--- src/rtl/ca_signal_gen_if.sv ---
// ---------------------------------------------------------------------------
// ca_signal_gen_if
// Navigation-data word handshake between a data source (master) and the
// C/A signal generator (slave).
//   data_word   nav word, MSB transmitted first
//   data_valid  data_word is valid
//   data_ready  generator holding register is empty; word is taken on
//               a clock edge where data_valid & data_ready are both high
// ---------------------------------------------------------------------------
interface ca_signal_gen_if #(
  parameter int WORD_BITS = 30
) ();
  logic [WORD_BITS-1:0] data_word;
  logic                 data_valid;
  logic                 data_ready;

  modport master (output data_word, output data_valid, input data_ready);
  modport slave  (input data_word, input data_valid, output data_ready);
endinterface

--- src/rtl/ca_signal_gen.sv ---
// ---------------------------------------------------------------------------
// ca_signal_gen
// Transmit-side GPS L1 C/A baseband source. A chip-rate NCO clocks the G1/G2
// Gold-code generators; every chip is XORed with the current 50 bps nav bit,
// one data bit lasting EPOCHS_PER_BIT code periods, words sent MSB first.
//
// Ports
//   clk, rst        system clock, synchronous active-high reset
//   prn_key_enable  pulse: load prn_key into G2, re-init generators, go IDLE
//                   (holding word and underrun flag are kept)
//   prn_key[9:0]    G2 initial state, selects the PRN
//   code_freq       NCO increment per clk
//   start           pulse: begin transmission (only honoured in IDLE)
//   preset_chips    (CODE_PRESET_EN only) starting code phase, clamped to 1022
//   data_if         slave side of the nav-word valid/ready handshake
//   chip_out        current C/A chip
//   sign_out        chip_out ^ current data bit
//   epoch           1-clk pulse with chip 0 of each code period
//   bit_edge        1-clk pulse with chip 0 of each new data bit
//   underrun        sticky: a word was needed but none was available
//   running         high while in RUN
//
// Optional feature: define CODE_PRESET_EN to add the preset_chips port and a
// PRESET state that slews the code phase one chip per clk before RUN.
// ---------------------------------------------------------------------------
module ca_signal_gen #(
  parameter int NCO_WIDTH      = 32,
  parameter int WORD_BITS      = 30,
  parameter int EPOCHS_PER_BIT = 20
) (
  input  logic                 clk,
  input  logic                 rst,
  input  logic                 prn_key_enable,
  input  logic [9:0]           prn_key,
  input  logic [NCO_WIDTH-1:0] code_freq,
  input  logic                 start,
`ifdef CODE_PRESET_EN
  input  logic [9:0]           preset_chips,
`endif
  ca_signal_gen_if.slave       data_if,
  output logic                 chip_out,
  output logic                 sign_out,
  output logic                 epoch,
  output logic                 bit_edge,
  output logic                 underrun,
  output logic                 running
);

  localparam int EW = (EPOCHS_PER_BIT > 1) ? $clog2(EPOCHS_PER_BIT) : 1;
  localparam int BW = (WORD_BITS > 1) ? $clog2(WORD_BITS) : 1;
  localparam logic [9:0] LAST_CHIP = 10'd1022;

`ifdef CODE_PRESET_EN
  typedef enum logic [1:0] {ST_IDLE, ST_RUN, ST_PRESET} state_t;
`else
  typedef enum logic [1:0] {ST_IDLE, ST_RUN} state_t;
`endif

  // G1 feedback taps 3,10 and G2 taps 2,3,6,8,9,10 in a shift-right register
  function automatic logic [9:0] g1_step(input logic [9:0] g);
    return {g[7] ^ g[0], g[9:1]};
  endfunction

  function automatic logic [9:0] g2_step(input logic [9:0] g);
    return {g[8] ^ g[7] ^ g[4] ^ g[2] ^ g[1] ^ g[0], g[9:1]};
  endfunction

  state_t                 state_q, state_d;
  logic [NCO_WIDTH-1:0]   acc_q, acc_d;
  logic [9:0]             g1_q, g1_d;
  logic [9:0]             g2_q, g2_d;
  logic [9:0]             chip_cnt_q, chip_cnt_d;
  logic [EW-1:0]          epoch_cnt_q, epoch_cnt_d;
  logic                   edge_pend_q, edge_pend_d;
  logic [WORD_BITS-1:0]   sreg_q, sreg_d;
  logic [BW-1:0]          bit_cnt_q, bit_cnt_d;
  logic                   word_live_q, word_live_d;
  logic [WORD_BITS-1:0]   hold_q, hold_d;
  logic                   hold_full_q, hold_full_d;
  logic                   underrun_q, underrun_d;
  logic                   chip_q, chip_d;
  logic                   sign_q, sign_d;
  logic                   epoch_q, epoch_d;
  logic                   bit_edge_q, bit_edge_d;
  logic [NCO_WIDTH:0]     nco_sum;
  logic                   chip_en;
  logic                   accept;
  logic                   load_req;
`ifdef CODE_PRESET_EN
  logic [9:0]             preset_cnt_q, preset_cnt_d;
  logic [9:0]             preset_clamped;

  assign preset_clamped = (preset_chips > LAST_CHIP) ? LAST_CHIP : preset_chips;
`endif

  // The NCO carry-out is the chip enable; only meaningful while running
  assign nco_sum = {1'b0, acc_q} + {1'b0, code_freq};
  assign chip_en = (state_q == ST_RUN) && nco_sum[NCO_WIDTH];
  assign accept  = data_if.data_valid && !hold_full_q;

  // Next-state logic. Epoch counting happens on the last chip of each period
  // and arms edge_pend, so the first data bit after start is a full
  // EPOCHS_PER_BIT periods long and bit_edge lands on the following chip 0.
  // A word boundary (or an underrun retry) raises load_req, which takes the
  // holding word, else a word being offered this very clk (bypass), else
  // falls back to transmitting zeros and flags underrun.
  always_comb begin
    state_d     = state_q;
    acc_d       = acc_q;
    g1_d        = g1_q;
    g2_d        = g2_q;
    chip_cnt_d  = chip_cnt_q;
    epoch_cnt_d = epoch_cnt_q;
    edge_pend_d = edge_pend_q;
    sreg_d      = sreg_q;
    bit_cnt_d   = bit_cnt_q;
    word_live_d = word_live_q;
    hold_d      = hold_q;
    hold_full_d = hold_full_q;
    underrun_d  = underrun_q;
    chip_d      = chip_q;
    sign_d      = sign_q;
    epoch_d     = 1'b0;
    bit_edge_d  = 1'b0;
    load_req    = 1'b0;
`ifdef CODE_PRESET_EN
    preset_cnt_d = preset_cnt_q;
`endif

    if (accept) begin
      hold_d      = data_if.data_word;
      hold_full_d = 1'b1;
    end

    case (state_q)
      ST_IDLE: begin
        if (start) begin
          load_req = 1'b1;
`ifdef CODE_PRESET_EN
          if (preset_clamped != 10'd0) begin
            state_d      = ST_PRESET;
            preset_cnt_d = preset_clamped;
          end else begin
            state_d = ST_RUN;
          end
`else
          state_d = ST_RUN;
`endif
        end
      end
      ST_RUN: begin
        acc_d = nco_sum[NCO_WIDTH-1:0];
        if (chip_en) begin
          chip_d     = g1_q[0] ^ g2_q[0];
          g1_d       = g1_step(g1_q);
          g2_d       = g2_step(g2_q);
          chip_cnt_d = (chip_cnt_q == LAST_CHIP) ? 10'd0 : chip_cnt_q + 10'd1;
          if (chip_cnt_q == 10'd0) begin
            epoch_d = 1'b1;
            if (edge_pend_q) begin
              bit_edge_d  = 1'b1;
              edge_pend_d = 1'b0;
              if (word_live_q && (bit_cnt_q != BW'(WORD_BITS - 1))) begin
                sreg_d    = sreg_q << 1;
                bit_cnt_d = bit_cnt_q + BW'(1);
              end else begin
                load_req = 1'b1;
              end
            end
          end
          if (chip_cnt_q == LAST_CHIP) begin
            if (epoch_cnt_q == EW'(EPOCHS_PER_BIT - 1)) begin
              epoch_cnt_d = '0;
              edge_pend_d = 1'b1;
            end else begin
              epoch_cnt_d = epoch_cnt_q + EW'(1);
            end
          end
        end
      end
`ifdef CODE_PRESET_EN
      ST_PRESET: begin
        g1_d         = g1_step(g1_q);
        g2_d         = g2_step(g2_q);
        chip_cnt_d   = (chip_cnt_q == LAST_CHIP) ? 10'd0 : chip_cnt_q + 10'd1;
        preset_cnt_d = preset_cnt_q - 10'd1;
        if (preset_cnt_q == 10'd1) begin
          state_d = ST_RUN;
        end
      end
`endif
      default: state_d = ST_IDLE;
    endcase

    if (load_req) begin
      bit_cnt_d = '0;
      if (hold_full_q) begin
        sreg_d      = hold_q;
        word_live_d = 1'b1;
        hold_full_d = 1'b0;
      end else if (accept) begin
        sreg_d      = data_if.data_word;
        word_live_d = 1'b1;
        hold_full_d = 1'b0;
      end else begin
        sreg_d      = '0;
        word_live_d = 1'b0;
        underrun_d  = 1'b1;
      end
    end

    // New chip and (on a bit edge) new data bit go out together
    if (chip_en) begin
      sign_d = chip_d ^ sreg_d[WORD_BITS-1];
    end

    // PRN reload overrides everything except the holding word and underrun
    if (prn_key_enable) begin
      state_d     = ST_IDLE;
      acc_d       = '0;
      g1_d        = 10'h3FF;
      g2_d        = prn_key;
      chip_cnt_d  = '0;
      epoch_cnt_d = '0;
      edge_pend_d = 1'b0;
      sreg_d      = '0;
      bit_cnt_d   = '0;
      word_live_d = 1'b0;
      hold_d      = accept ? data_if.data_word : hold_q;
      hold_full_d = hold_full_q || accept;
      underrun_d  = underrun_q;
      chip_d      = 1'b0;
      sign_d      = 1'b0;
      epoch_d     = 1'b0;
      bit_edge_d  = 1'b0;
`ifdef CODE_PRESET_EN
      preset_cnt_d = '0;
`endif
    end
  end

  // State registers; rst wins over prn_key_enable because it is checked first
  always_ff @(posedge clk) begin
    if (rst) begin
      state_q     <= ST_IDLE;
      acc_q       <= '0;
      g1_q        <= 10'h3FF;
      g2_q        <= prn_key;
      chip_cnt_q  <= '0;
      epoch_cnt_q <= '0;
      edge_pend_q <= 1'b0;
      sreg_q      <= '0;
      bit_cnt_q   <= '0;
      word_live_q <= 1'b0;
      hold_q      <= '0;
      hold_full_q <= 1'b0;
      underrun_q  <= 1'b0;
      chip_q      <= 1'b0;
      sign_q      <= 1'b0;
      epoch_q     <= 1'b0;
      bit_edge_q  <= 1'b0;
`ifdef CODE_PRESET_EN
      preset_cnt_q <= '0;
`endif
    end else begin
      state_q     <= state_d;
      acc_q       <= acc_d;
      g1_q        <= g1_d;
      g2_q        <= g2_d;
      chip_cnt_q  <= chip_cnt_d;
      epoch_cnt_q <= epoch_cnt_d;
      edge_pend_q <= edge_pend_d;
      sreg_q      <= sreg_d;
      bit_cnt_q   <= bit_cnt_d;
      word_live_q <= word_live_d;
      hold_q      <= hold_d;
      hold_full_q <= hold_full_d;
      underrun_q  <= underrun_d;
      chip_q      <= chip_d;
      sign_q      <= sign_d;
      epoch_q     <= epoch_d;
      bit_edge_q  <= bit_edge_d;
`ifdef CODE_PRESET_EN
      preset_cnt_q <= preset_cnt_d;
`endif
    end
  end

  assign data_if.data_ready = !hold_full_q;
  assign chip_out           = chip_q;
  assign sign_out           = sign_q;
  assign epoch              = epoch_q;
  assign bit_edge           = bit_edge_q;
  assign underrun           = underrun_q;
  assign running            = (state_q == ST_RUN);

endmodule
--- src/flat_wrapper.sv ---
// flat-port wrapper written by rule: the top's interface ports become plain ports
module ca_signal_gen_flat 
#(
  parameter int NCO_WIDTH      = 32,
  parameter int WORD_BITS      = 30,
  parameter int EPOCHS_PER_BIT = 20
)
  (clk, rst, prn_key_enable, prn_key, code_freq, start, chip_out, sign_out, epoch, bit_edge, underrun, running, data_if_data_word, data_if_data_valid, data_if_data_ready);
  ca_signal_gen_if #(.WORD_BITS(WORD_BITS)) data_if_i ();
  input  logic clk;
  input  logic rst;
  input  logic prn_key_enable;
  input  logic [9:0] prn_key;
  input  logic [NCO_WIDTH-1:0] code_freq;
  input  logic start;
  output logic chip_out;
  output logic sign_out;
  output logic epoch;
  output logic bit_edge;
  output logic underrun;
  output logic running;
  input wire logic [$bits(data_if_i.data_word)-1:0] data_if_data_word;
  input wire logic [$bits(data_if_i.data_valid)-1:0] data_if_data_valid;
  output wire logic [$bits(data_if_i.data_ready)-1:0] data_if_data_ready;
  assign data_if_i.data_word = data_if_data_word;
  assign data_if_i.data_valid = data_if_data_valid;
  assign data_if_data_ready = data_if_i.data_ready;
  ca_signal_gen #(.NCO_WIDTH(NCO_WIDTH), .WORD_BITS(WORD_BITS), .EPOCHS_PER_BIT(EPOCHS_PER_BIT)) u_core (.clk(clk), .rst(rst), .prn_key_enable(prn_key_enable), .prn_key(prn_key), .code_freq(code_freq), .start(start), .data_if(data_if_i), .chip_out(chip_out), .sign_out(sign_out), .epoch(epoch), .bit_edge(bit_edge), .underrun(underrun), .running(running));
endmodule
--- config.mk ---
export PLATFORM = sky130hd
export DESIGN_NAME = ca_signal_gen_flat
export DESIGN_NICKNAME = d
export VERILOG_FILES = /design/src/rtl/ca_signal_gen_if.sv /design/src/rtl/ca_signal_gen.sv /design/src/flat_wrapper.sv
export SDC_FILE = /design/constraint.sdc
export NUM_CORES = 1
export LEC_CHECK = 0
export ABC_AREA = 1
export BUFFER_PORTS_ARGS = -buffer_cell sky130_fd_sc_hd__buf_2
export CAP_MARGIN = 20
export CORE_MARGIN = 10
export CORE_UTILIZATION = 39
export CTS_BUF_LIST = sky130_fd_sc_hd__clkbuf_8 sky130_fd_sc_hd__clkbuf_16
export CTS_CLUSTER_DIAMETER = 40
export DETAILED_ROUTE_END_ITERATION = 8
export SETUP_SLACK_MARGIN = 0.5
export SLEW_MARGIN = 10
export SYNTH_ARGS = -nofsm -noshare
export SYNTH_HDL_FRONTEND = slang
export SYNTH_SLANG_ARGS = --single-unit
--- constraint.sdc ---
create_clock -name clk -period 2.25 [get_ports clk]
set_input_delay 0.45 -clock clk [delete_from_list [all_inputs] [get_ports clk]]
set_output_delay 0.45 -clock clk [all_outputs]
set_load 0.005 [all_outputs]
==> results of run 1 <==
[cells by family (layout without fill, tap and decap cells)]
| group | after synthesis | after routing | synth area share (%) |
|---|---|---|---|
| AO/OA/AOI/OAI | 210 | 210 | 14.49 |
| XOR/XNOR | 27 | 27 | 2.891 |
| adder cells (fa/ha/maj) | 39 | 39 | 6.058 |
| buffers and inverters | 169 | 402 | 8.796 |
| flip-flops | 141 | 141 | 35.74 |
| AND/OR/NAND/NOR | 630 | 632 | 32.03 |
[layer usage]
metal / vias up / track usage [%] / routed length [um]
met2: 178 / 27.46 / 11670
met3: 34 / 3.411 / 1113
li1: 4359 / - / -
met1: 3840 / 22.35 / 11340
met4: 2 / 4.791 / 379
met5: - / 0 / 18
[Yosys cell counts (8+ instances only)]
| cell type | number |
|---|---|
| edfxtp_1 | 10 |
| xor2_1 | 19 |
| nand3_1 | 57 |
| o21ai_0 | 51 |
| a21oi_1 | 96 |
| nand2_1 | 380 |
| nor3_1 | 20 |
| nand2_2 | 12 |
| inv_1 | 119 |
| a22oi_1 | 9 |
| nor2_1 | 132 |
| clkbuf_1 | 27 |
| xnor2_1 | 8 |
| buf_6 | 9 |
| o21ai_1 | 8 |
| dfxtp_1 | 131 |
| ha_1 | 38 |
| a31oi_1 | 18 |
[critical path, cell delays in order (launching register included)]
cell and delay [ps]:
dfxtp_2 330, ha_4 290, nand2_4 60, nor2_4 130, inv_2 70, nor3_4 270, nand2_8 110, nand2_8 90
nand2_8 60, buf_12 140, buf_12 140, nor2_4 180, clkbuf_16 190, a32oi_1 70
[where the power goes]
part | switching [mW] | internal [mW] | total, mW
clock network | 1.24 | 1.56 | 2.80
logic | 0.624 | 0.521 | 1.15
registers | 0.0507 | 2.61 | 2.66
[registers in the layout, summed over array words and instances (netlist names), 5 cells and up]
register and count:
u_core.hold_q 30, u_core.g1_q 10, u_core.chip_cnt_q 10, u_core.bit_cnt_q 5, u_core.epoch_cnt_q 5, u_core.g2_q 10
u_core.sreg_q 30, u_core.acc_q 32
[layout make-up]
type / count / area, sq um / share of cell area [%]
timing repair buffer: 245 / 2004 / 16.30
tap: 270 / 337.8 / 2.746
inverter: 125 / 494.2 / 4.018
clock buffer: 17 / 425.4 / 3.458
multi-input combinational: 908 / 5932 / 48.23
sequential: 141 / 2950 / 23.99
clock inverter: 15 / 156.4 / 1.271
[worst min path at each step]
stage                              endpoint              start  cells past startpoint  slack [ps]
final                     u_core.state_q[0]              start                      3         280
after floorplan              u_core.g1_q[9]     u_core.g1_q[9]                      2         430
after global placement    u_core.hold_q[16]  u_core.hold_q[16]                      2         450
after detailed placement  u_core.hold_q[15]  u_core.hold_q[15]                      2         450
after global routing         u_core.g2_q[3]         prn_key[3]                      3         300
after CTS                 u_core.state_q[0]              start                      3         270
[metrics by stage]
step | instances | setup TNS [ps] | utilization, % | area [sq um] | hold slack (ps)
detailed placement | 1638 | -17210 | 48.95 | 10000 | 451.4
floorplan | 1216 | 0 | - | 8610 | 429.9
global route | 1721 | -5205 | 60.21 | 12300 | 297.9
finish | 1721 | -56.36 | 60.21 | 12300 | 280.5
CTS | 1699 | 0 | 55.44 | 11330 | 268.0
global placement | 1638 | -14260 | 48.95 | 10000 | 446.2
[timing repair]
action / CTS / global route
pin swaps: 37 / 51
gates cloned: 4 / 4
hold buffers: 0 / 0
endpoints found under the setup margin: 104 / 107
buffers inserted: 25 / 18
gates resized for setup: 131 / 195
==> metrics, run 1 <==
violated checks negative setup slack; first-pass GRT wire length 37.79 mm; antenna violations before repair 1; IO Count 84; commonest non-fill, non-tap cell in the layout nand2_1; CP Data Arrival Time 2580 ps; unrepaired setup endpoints after global routing true; Top FF cell, synth dfxtp_1; worst-path maximum fanout 5; Core ar. 20,430 sq um; Setup Skew 15.14 ps; max frequency 440.6 MHz; Pwr Density 537.6 nW/um^2; Total Wirelength 24.51 mm; Synth Net Count 1,332; Worst Path Required 2560 ps; CP Capture Type flop; post-synthesis sequential area ratio 35.74%; maximum VDD drop 0.5304 mV; clk slew on worst S/H paths 60 ps; placed wire-length estimate 16.32 mm; GR Overflow Total 0; Initial Utilization 40.04%; commonest non-fill, non-tap cells in the layout 314 x nand2_1, 119 x nor2_1, 110 x inv_1, 110 x buf_4, 109 x dfxtp_1; end of the critical path u_core.g1_q[9]; Synth area leaders dfxtp_1 32%, nand2_1 17%, nor2_1 6.1%; port bufs 83; asr flop ratio synth 0%; Slew Viols, Final 0; CP Class reg2reg; final cycle utilization of the critical path 100.9%; unique cell type count in the Yosys netlist 52; Worst-Margin Slew 638.0 ps; max_slew headroom 57.08%; syn_area_per_cell 6.726 sq um; CTS sink count 141; Total Power Consumption 6.613 mW; root buf cell clkbuf_16; pre-CTS WS -315.2 ps; Critical R2R Capture u_core.g1_q[9]; Max Cap Viol 0; Via Count 8,413; Vert. Die Dim 164.8 um; Fillers 1,838; Ant. Diodes 0; H-tree Lvls 4; Mapped Cells 1,216; CTS Buf Count 17; Area Overhead vs Synth 50.39%; Reg2Reg Launch Point u_core.acc_q[17]; share of cells above drive strength 1 37.70%; DRC viols 0; vias in the first global route 7,878; CTS tree built; Post-synth EDFFs 10; Worst-Skew Late Latency 430 ps; Yosys top cell by area dfxtp_1; reg2reg path depth 13; status finished, violations left; Routability Congestion 0.8950; number of routed nets with antenna violations 0; total die area 27,160 sq um; Startpoint Class flop; Total Nets Final 1,554; iteration-0 DRC count of the detailed router 385; top cell type's share of synthesized area 32.06%; mapped cell area 8179 sq um; Vias/cell 4.888; final setup margin -19.71 ps; largest net degree at the start of global routing 33; # rows 52; Die Wd 164.8 um; worst hold path class in2reg; CP startpoint u_core.acc_q[17]; fin crit period 2270 ps; Yosys reg bits 141; per-cell routed wire length 14.24 um; P_leak 5.503 nW; Clock Path Buffers 2; GRT Overall Usage 16.94%; Reg2Reg Setup Slack -20 ps; Syn. warnings 0; Setup Viol. Count Final 4; DR pass1 iterations 5; final hold vios 0
(Power assumes the default switching activity.)
==> run 2: changes to the inputs <==
--- a/config.mk
+++ b/config.mk
@@ -18,3 +18,4 @@
 export SYNTH_ARGS = -nofsm -noshare
 export SYNTH_HDL_FRONTEND = slang
 export SYNTH_SLANG_ARGS = --single-unit
+export TNS_END_PERCENT = 1
==> metrics, run 2 (synthesis results as in run 1) <==
status finished, violations left; violated checks negative setup slack; first-pass GRT wire length 35.95 mm (-4.9%); max reg flops 32 (unchanged); vias in the first global route 7,503 (-4.8%); Cell Count Post-Placement 1,651 (+0.79%); final hold vios 0 (unchanged); largest net degree at the start of global routing 45 (+36%); Most flops, register u_core.acc_q; CTS sink count 141 (unchanged); Total Nets Final 1,530 (-1.5%); clk slew on worst S/H paths 60 ps (about the same); CP Class reg2reg; GR Overflow Total 0 (unchanged); port bufs 83 (unchanged); Die Wd 164.8 um (unchanged); Reg2Reg Setup Slack -20 ps (about the same); DRC viols 0 (unchanged); switching share of power 26.75% (-2.3 points); # rows 52 (unchanged); commonest non-fill, non-tap cell in the layout nand2_1; Hold Path Depth 3 (unchanged); CP startpoint u_core.acc_q[0]; Routability Congestion 0.9378 (+4.8%); share of cells above drive strength 1 27.96% (-9.7 points); iteration-0 DRC count of the detailed router 520 (+35%); Hold Path Sink u_core.hold_full_q; P_leak 5.104 nW (-7.2%); Total Wirelength 22.77 mm (-7.1%); placed wire-length estimate 16.17 mm (-0.91%); unrepaired setup endpoints after global routing true; Setup Skew 11.01 ps (-4.130 ps); Hold Buf Count CTS 0 (unchanged); Initial Utilization 40.04% (unchanged); IO Count 84 (unchanged); CTS tree built; worst-path maximum fanout 5 (unchanged); Sw Pwr 1.749 mW (-8.9%); Critical R2R Capture u_core.chip_cnt_q[6]; sequential power share 40.7% (+0.4 points); CP Data Arrival Time 2590 ps (about the same); final setup margin -20.98 ps (-1.272 ps); Ant. Diodes 0 (unchanged); max_slew headroom 39.18% (-18 points); Reg2Reg Launch Point u_core.acc_q[0]; Worst-Margin Slew 911.2 ps (+273.3 ps); Setup Viol. Count Final 12 (+8); root buf cell clkbuf_16; Area Overhead vs Synth 36.38%; biggest regs u_core.acc_q (32), u_core.hold_q (30), u_core.sreg_q (30); placed instance area 9697 sq um (-3.0%); Clock Path Buffers 2 (unchanged); combinational share of power 15.0% (-2.3 points); worst hold path class in2reg; Vert. Die Dim 164.8 um (unchanged); pre-CTS WS -445.2 ps (-130.0 ps); Pwr Density 586.3 nW/um^2 (+9.1%); max frequency 440.3 MHz (about the same); fin crit period 2271 ps (+1.272 ps); HP Start prn_key_enable; Worst Path Required 2570 ps (about the same); Max Cap Viol 0 (unchanged); reg2reg path depth 17 (+4); antenna violations before repair 1 (unchanged); fin cells 1,697 (-1.4%); DR pass1 iterations 5 (unchanged); Fillers 2,001 (+8.9%); Via Count 8,183 (-2.7%); Startpoint Class flop; per-cell routed wire length 13.41 um (-5.8%); GRT Overall Usage 16.09% (-0.85 points); Clock Power Share 44.3% (+1.9 points); total die area 27,160 sq um (unchanged); Slew Viols, Final 0 (unchanged); number of routed nets with antenna violations 0 (unchanged); H-tree Lvls 4 (unchanged); CTS Buf Count 17 (unchanged); final cycle utilization of the critical path 100.9% (about the same); Total Power Consumption 6.540 mW (-1.1%); CP Capture Type flop; commonest non-fill, non-tap cells in the layout 355 x nand2_1, 129 x buf_4, 125 x nor2_1; Core ar. 20,430 sq um (unchanged); fin area 11,150 sq um (-9.3%); Vias/cell 4.822 (-1.4%); Worst-Skew Late Latency 430 ps (about the same); maximum VDD drop 0.4813 mV (-9.3%); Internal Pwr Total 4.791 mW (+2.1%)
==> run 2: cell count changes in the layout (fill, tap and decap cells not counted), moves of 15 or more <==
cell | before | now
buf_4 | 110 | 129
buf_6 | 34 | 3
nand2_1 | 314 | 355
nand2_2 | 51 | 31
nand2_4 | 24 | 6
nand3_1 | 39 | 54
o21ai_0 | 8 | 28
==> run 2: critical path: stages (launching register included) <==
cell,delay [ps]
dfxtp_2,330
ha_4,160
fa_2,400
nand2_2,70
nand2_2,50
nand3_2,60
nand2_2,70
nand2_2,80
nand2_4,60
nand2_4,110
nand2_4,80
nand2_8,100
buf_12,120
buf_6,110
nor3_4,40
buf_4,130
a31oi_1,110
nor2_1,60
==> run 2: area by class of cell <==
type,instances,area [sq um],area share (%)
multi-input combinational,908,5260,47.16
clock inverter,15,170.2,1.526
inverter,125,479.2,4.296
sequential,141,2939,26.35
timing repair buffer,221,1543,13.83
tap,270,337.8,3.029
clock buffer,17,425.4,3.814
==> run 2: power groups by stage <==
stage          registers (mW)  logic, mW  clock network (mW)
6_report                 2.66      0.983                2.90
5_1_grt                  2.67       1.09                3.06
4_1_cts                  2.66      0.879                2.95
3_5_place_dp             2.71      0.854                   0
3_3_place_gp             2.71      0.848                   0
2_1_floorplan            2.70      0.513                   0
==> run 2: worst max-delay path by stage <==
| stage | slack, ps | depth (start not counted) | end |
|---|---|---|---|
| finish | -20 | 17 | u_core.chip_cnt_q[6] |
| floorplan | 30 | 19 | u_core.sign_out |
| CTS | 10 | 14 | u_core.chip_cnt_q[6] |
| detailed placement | -450 | 18 | u_core.sign_out |
| global route | -130 | 15 | u_core.sreg_q[18] |
| global placement | -390 | 18 | u_core.sign_out |
==> run 2: what timing repair did <==
| action | 4_1_cts | 5_1_grt |
|---|---|---|
| gates cloned | 1 | 2 |
| setup buffers | 4 | 7 |
| gates resized for setup | 25 | 133 |
| pin swaps | 8 | 40 |
| setup endpoints to repair | 104 | 107 |
==> run 2: through the flow <==
stage                     hold slack (ps)  TNS (ps)  utilization [%]
after CTS                           258.9         0            51.26
after global routing                276.9     -4614            54.60
after global placement              447.8    -19470            47.46
final                               281.8    -102.8            54.60
after floorplan                     425.3         0                -
after detailed placement            442.5    -22080            47.46
==> run 2: routing by layer <==
metal  wire [um]  GRT usage (%)  part of all wire (%)
met2       10200          25.06                    45
met3        1095          3.460                   4.8
met1       11150          21.85                    49
met5          13              0                 0.057
met4         312          4.710                   1.4
